==> src/rtl/temp_table_builder.sv <==
// Writer side of the temperature lookup RAM: walks all 512 {mode, temp} addresses,
// computes each rounded conversion with a fixed-latency restoring divider and writes it.
module temp_table_builder #(
    parameter int unsigned F_OFFSET  = 32,
    parameter int unsigned DIV_ITERS = 12
) (
    input  logic       CLK,
    input  logic       RST,
    input  logic       START,
    output logic       BUSY,
    output logic       DONE,
    output logic       WR_EN,
    output logic [8:0] WR_ADDR,
    output logic [7:0] WR_DATA
);

    localparam int unsigned NW = DIV_ITERS;
    localparam int unsigned CW = $clog2(DIV_ITERS + 1);

    typedef enum logic [2:0] {IDLE, SETUP, DIVIDE, WRITE, FIN} state_t;

    state_t          state;
    logic [8:0]      addr;
    logic [NW-1:0]   num;
    logic [NW-1:0]   quo;
    logic [3:0]      div;
    logic [3:0]      rem;
    logic [CW-1:0]   iter;

    logic [7:0]      t;
    logic [NW-1:0]   n_load;
    logic [3:0]      d_load;
    logic [4:0]      trial;
    logic            take;
    logic [3:0]      rem_next;
    logic [NW-1:0]   quo_next;
    logic [8:0]      sum;

    assign t = addr[7:0];

    // Rounding bias folded into the numerator: +2 over /5 and +4 over /9 give nearest integer.
    always_comb begin
        n_load = '0;
        d_load = 4'd9;
        if (addr[8]) begin
            n_load = NW'(9) * NW'(t) + NW'(2);
            d_load = 4'd5;
        end else if (t > 8'(F_OFFSET)) begin
            n_load = NW'(5) * NW'(t - 8'(F_OFFSET)) + NW'(4);
        end
    end

    always_comb begin
        trial    = {rem, num[NW-1]};
        take     = (trial >= {1'b0, div});
        rem_next = take ? 4'(trial - {1'b0, div}) : trial[3:0];
        quo_next = {quo[NW-2:0], take};
        sum      = quo_next[8:0] + 9'(F_OFFSET);
    end

    always_ff @(posedge CLK) begin
        if (RST) begin
            state   <= IDLE;
            BUSY    <= 1'b0;
            DONE    <= 1'b0;
            WR_EN   <= 1'b0;
            WR_ADDR <= '0;
            WR_DATA <= '0;
            addr    <= '0;
            num     <= '0;
            quo     <= '0;
            div     <= '0;
            rem     <= '0;
            iter    <= '0;
        end else begin
            DONE  <= 1'b0;
            WR_EN <= 1'b0;
            case (state)
                IDLE: begin
                    if (START) begin
                        addr  <= '0;
                        BUSY  <= 1'b1;
                        state <= SETUP;
                    end
                end
                SETUP: begin
                    num   <= n_load;
                    div   <= d_load;
                    quo   <= '0;
                    rem   <= '0;
                    iter  <= '0;
                    state <= DIVIDE;
                end
                DIVIDE: begin
                    num  <= {num[NW-2:0], 1'b0};
                    rem  <= rem_next;
                    quo  <= quo_next;
                    iter <= iter + 1'b1;
                    // Final quotient bit is taken combinationally so the write can register now.
                    if (iter == CW'(DIV_ITERS - 1)) begin
                        state   <= WRITE;
                        WR_EN   <= 1'b1;
                        WR_ADDR <= addr;
                        if (addr[8])
                            WR_DATA <= (sum > 9'd255) ? 8'hFF : sum[7:0];
                        else
                            WR_DATA <= quo_next[7:0];
                    end
                end
                WRITE: begin
                    if (addr == 9'd511) begin
                        DONE  <= 1'b1;
                        BUSY  <= 1'b0;
                        state <= FIN;
                    end else begin
                        addr  <= addr + 9'd1;
                        state <= SETUP;
                    end
                end
                FIN: state <= IDLE;
                default: state <= IDLE;
            endcase
        end
    end

endmodule

==> config.mk <==
export PLATFORM = sky130hd
export DESIGN_NAME = temp_table_builder
export DESIGN_NICKNAME = d
export VERILOG_FILES = /design/src/rtl/temp_table_builder.sv
export SDC_FILE = /design/constraint.sdc
export NUM_CORES = 1
export LEC_CHECK = 0
export CORE_AREA = 5 5 78 95
export CTS_BUF_LIST = sky130_fd_sc_hd__clkbuf_8
export CTS_CLUSTER_SIZE = 12
export DETAILED_ROUTE_END_ITERATION = 8
export DIE_AREA = 0 0 83 100
export PLACE_DENSITY = 0.81
export SLEW_MARGIN = 20
export SYNTH_ARGS = -nofsm -noshare
export SYNTH_HDL_FRONTEND = slang
export SYNTH_SLANG_ARGS = --single-unit
export TNS_END_PERCENT = 1
==> constraint.sdc <==
create_clock -name CLK -period 3.9 [get_ports CLK]
set_input_delay 0.78 -clock CLK [delete_from_list [all_inputs] [get_ports CLK]]
set_output_delay 0.78 -clock CLK [all_outputs]
set_load 0.02 [all_outputs]
==> qor.yml, run 1 <==
synth:
  post_synth_main_area_contributors: "sky130_fd_sc_hd__dfxtp_1 33%, sky130_fd_sc_hd__ha_1 16%, sky130_fd_sc_hd__nor2_1 5.2%"
  yosysWarningCount: 0
  synth_sequential_area_ratio: 0.330
  synth.top_cells.by_count: "63 x sky130_fd_sc_hd__dfxtp_1, 53 x sky130_fd_sc_hd__nor2_1, 51 x sky130_fd_sc_hd__nand2_1, 48 x sky130_fd_sc_hd__ha_1, 32 x sky130_fd_sc_hd__a21oi_1"
  synth_simple_gate_area_frac: 0.184
  synth_fp_nets: 499
  postSynth.asyncResetShare: 0
  synth-edff-count: 0
  synth_largest_type_area_fraction: 0.330
  synth_cell_type_count: 60
  synth_top_flop_cell: "sky130_fd_sc_hd__dfxtp_1"
  post_synth.cell_area_avg_um2: 8.58
  synthMuxAreaShare: 0.0137
  most_numerous_cell_in_the_yosys_netlist: "sky130_fd_sc_hd__dfxtp_1"
  syn_area_um2: 3830
  post-synth-top-area-cell: "sky130_fd_sc_hd__dfxtp_1"
  ys_seq_elements: 63
  synth_top_family_by_area: "compound AO/OA/AOI/OAI gates"
  number_of_cells_produced_by_synthesis: 446
  synth_compound_gate_area_share: 0.211
  synth_adder_area_share: 0.167
  post_synth_xor_area_fraction: 0.0435
routing:
  drc: 0
  drt_iter0_drc: 230
  routed_wirelength_um: 8330
  drt-vias-per-instance: 5.83
  vias: 3204
  post_drt_wl_per_cell_um: 15.2
  drt_pass1_iterations: 4
  route.antenna.remaining_nets: 0
clock_tree:
  ctsHtreeMaxLevel: 3
  cts_root_buffer: "sky130_fd_sc_hd__clkbuf_8"
  clkSinkCount: 63
  clkLatencyLatePin_ns: 0.34
  cts_buffers: 9
  cts.clk_slew.worst_paths_ns: 0.07
  cts_hold_buf: 0
  cts.repair_timing.setup_buffer_count: 0
  ctsLongestPathBuffers: 2
  clock_tree_from_tritoncts: "done"
  post_cts_resize_count: 0
run:
  timing.max_cap.violations: 0
layout:
  postLayoutCoreUtil: 0.678
  design.final.nets: 513
  drive_gt1_frac: 0.0774
  antennaDiodeCount: 0
  area.growth.synth_to_final_pct: 12.1
worst_setup_path:
  critical_path.cell_chain: "inv_1 -> ha_1 -> ha_1 -> inv_1 -> ha_1 -> ha_1 -> ha_1 -> o21a_1 -> o31ai_1 -> a2111oi_0 -> or4_1 -> nand4b_1 -> a21oi_1"
  reg2reg_setup_slack_ns: 0.44
  reg2regPathDepth: 13
  criticalPathCategory: "register to register"
  slowest_delay_ns: 0.54
  total_number_of_cells_along_the_worst_setup_path: 13
  startpoint: "addr[6]$_SDFFE_PP0P_"
  crit_path_max_fanout: 11
  critPathSlowestCell: "sky130_fd_sc_hd__a2111oi_0"
  r2r-end: "num[11]$_SDFFE_PP0N_"
  critPathRequiredTime_ns: 4.17
  start_kind: "register"
  cp_num_buf_inv: 2
  critPathCaptureType: "register"
  endpoint: "num[11]$_SDFFE_PP0N_"
  critPathMostFrequentCell: "sky130_fd_sc_hd__ha_1"
  cp_top_family: "adder cells"
  cp.arrival_ns: 3.73
  crit-reg2reg-launch: "addr[6]$_SDFFE_PP0P_"
global_route:
  antenna_violations_before_repair: 0
  grt.met3_usage: 0.0501
  grt_remaining_overflow: 0
  grt_start_max_net_pins: 36
  track_usage: 0.210
  groute.layer.met2.usage: 0.377
  via_count_of_the_first_global_routing_pass: 3172
  grt_pass1_wl_um: 14400
  groute.layer.met1.usage: 0.238
  busiest_layer: "met2"
sta:
  clock.fmax_mhz: 289
  finalWorstPathRequiredPeriod_ns: 3.46
  slew_violations: 0
  timing.final.setup_violations: 0
  finalCritPeriodShare: 0.887
  timing_worst_slew_pin_value_ns: 1.05
  final-hold-violation-count: 0
  skew_ns: 0.00760
  setup_total_negative_slack_ns: 0
  rsz0062_at_grt: "no"
  slew-limit-headroom: 0.299
pwr:
  p_int_w: 0.00107
  p_leak_nw: 1.75
  pwr-share-comb: 0.074
  vdd_ir_drop_max_v: 0.000175
  netSwitchingPower_w: 0.000349
  sequentialPowerShare: 0.470
  clockPowerShare: 0.457
  p_sw_frac: 0.246
  powerDensity_nw_per_um2: 331
place:
  place_hpwl_um: 6220
  gpl.final_weighted_congestion: 0.965
  place.port_buffers: 22
die:
  x_dimension_of_the_die_um: 83
  row_count: 32
  boundaryPins: 23
  die_ar_um2: 8300
  die-height_um: 100
  core_area_um2: 6330
  initial_utilization: 0.605
min_path:
  hp-class: "register to register"
run_status:
  run_status: "finished clean"
[per-layer routing]
layer | up-vias | wire length (µm)
met5 | - | 0
met4 | 0 | 184
met3 | 17 | 227
met2 | 49 | 4400
met1 | 1518 | 3530
li1 | 1620 | -
[cell families (layout without fill, tap and decap cells)]
| family | Yosys count | after routing |
|---|---|---|
| adder cells (fa/ha/maj) | 50 | 50 |
| XOR/XNOR | 19 | 19 |
| buffers and inverters | 44 | 63 |
| flip-flops | 63 | 63 |
| multiplexers | 5 | 5 |
| AND/OR/NAND/NOR | 151 | 151 |
| AO/OA/AOI/OAI | 114 | 114 |
[tightest hold or removal path: stages, from the launching register on]
cell and delay, ns:
sky130_fd_sc_hd__dfxtp_1 0.31, sky130_fd_sc_hd__nand2_1 0.05, sky130_fd_sc_hd__a21oi_1 0.05
[cell type report]
| class | count | area, µm² |
|---|---|---|
| clock buffer | 10 | 138 |
| clock inverter | 6 | 92.6 |
| fill | 563 | 2040 |
| inverter | 22 | 82.6 |
| multi-input combinational | 339 | 2370 |
| sequential | 63 | 1260 |
| tap | 85 | 106 |
| timing repair buffer | 25 | 238 |
[state kept, by name, summed over array words and instances, names as in the netlist]
signal	count
BUSY	1
div	3
DONE	1
quo	8
num	12
WR_EN	1
iter	4
rem	4
state	3
WR_ADDR	9
WR_DATA	8
addr	9
[worst min path at each step]
stage                     cells after the start               startpoint                      end  slack [ns]
final                                         2  WR_ADDR[4]$_SDFFE_PP0P_  WR_ADDR[4]$_SDFFE_PP0P_        0.46
after CTS                                     2  WR_ADDR[4]$_SDFFE_PP0P_  WR_ADDR[4]$_SDFFE_PP0P_        0.46
after floorplan                               2      num[0]$_SDFFE_PP0N_      num[0]$_SDFFE_PP0N_        0.43
after detailed placement                      2  WR_ADDR[4]$_SDFFE_PP0P_  WR_ADDR[4]$_SDFFE_PP0P_        0.45
after global routing                          2      num[0]$_SDFFE_PP0N_      num[0]$_SDFFE_PP0N_        0.49
after global placement                        2      num[0]$_SDFFE_PP0N_      num[0]$_SDFFE_PP0N_        0.44
[layout by cell type (no fill, tap or decap), types with 4 or more instances in the layout]
cell type,instances
sky130_fd_sc_hd__a22o_1,4
sky130_fd_sc_hd__clkdlybuf4s50_1,21
sky130_fd_sc_hd__clkbuf_8,10
sky130_fd_sc_hd__ha_1,48
sky130_fd_sc_hd__inv_1,22
sky130_fd_sc_hd__nor3_1,9
sky130_fd_sc_hd__xnor2_1,15
sky130_fd_sc_hd__o21ai_0,11
sky130_fd_sc_hd__nor2_1,53
sky130_fd_sc_hd__a211oi_1,10
sky130_fd_sc_hd__dfxtp_1,63
sky130_fd_sc_hd__a21o_1,4
sky130_fd_sc_hd__a21oi_1,32
sky130_fd_sc_hd__and3_1,4
sky130_fd_sc_hd__a22oi_1,21
sky130_fd_sc_hd__xor2_1,4
sky130_fd_sc_hd__a31oi_1,4
sky130_fd_sc_hd__nand3_1,8
sky130_fd_sc_hd__o22ai_1,4
sky130_fd_sc_hd__nand2_1,51
[metrics by stage]
step           hold slack [ns]  cells  instance area (µm²)  total power (W)  setup WS (ns)
6_report                 0.456    550                 4290          0.00142          0.439
3_5_place_dp             0.448    534                 4060         0.000785          0.483
3_3_place_gp             0.442    534                 4060         0.000781          0.621
4_1_cts                  0.458    550                 4290          0.00143          0.443
5_1_grt                  0.487    550                 4290          0.00148          0.159
2_1_floorplan            0.432    446                 3830         0.000765          0.815
[power by group through the flow]
| stage | clock network (W) | logic [W] | registers (W) |
|---|---|---|---|
| finish | 0.000648 | 0.000104 | 0.000666 |
| global route | 0.000695 | 0.000117 | 0.000668 |
| CTS | 0.000657 | 0.000104 | 0.000666 |
| detailed placement | 0 | 0.000104 | 0.000681 |
| global placement | 0 | 0.000101 | 0.000681 |
| floorplan | 0 | 0.0000884 | 0.000677 |
Power figures use the tool's default switching activity.
==> run 2: changes to the inputs <==
--- a/config.mk
+++ b/config.mk
@@ -11,7 +11,6 @@
 export DETAILED_ROUTE_END_ITERATION = 8
 export DIE_AREA = 0 0 83 100
 export PLACE_DENSITY = 0.81
-export SLEW_MARGIN = 20
 export SYNTH_ARGS = -nofsm -noshare
 export SYNTH_HDL_FRONTEND = slang
 export SYNTH_SLANG_ARGS = --single-unit
==> results of run 2 <==
No change in the layout: final DEF, timing and power equal those of run 1.
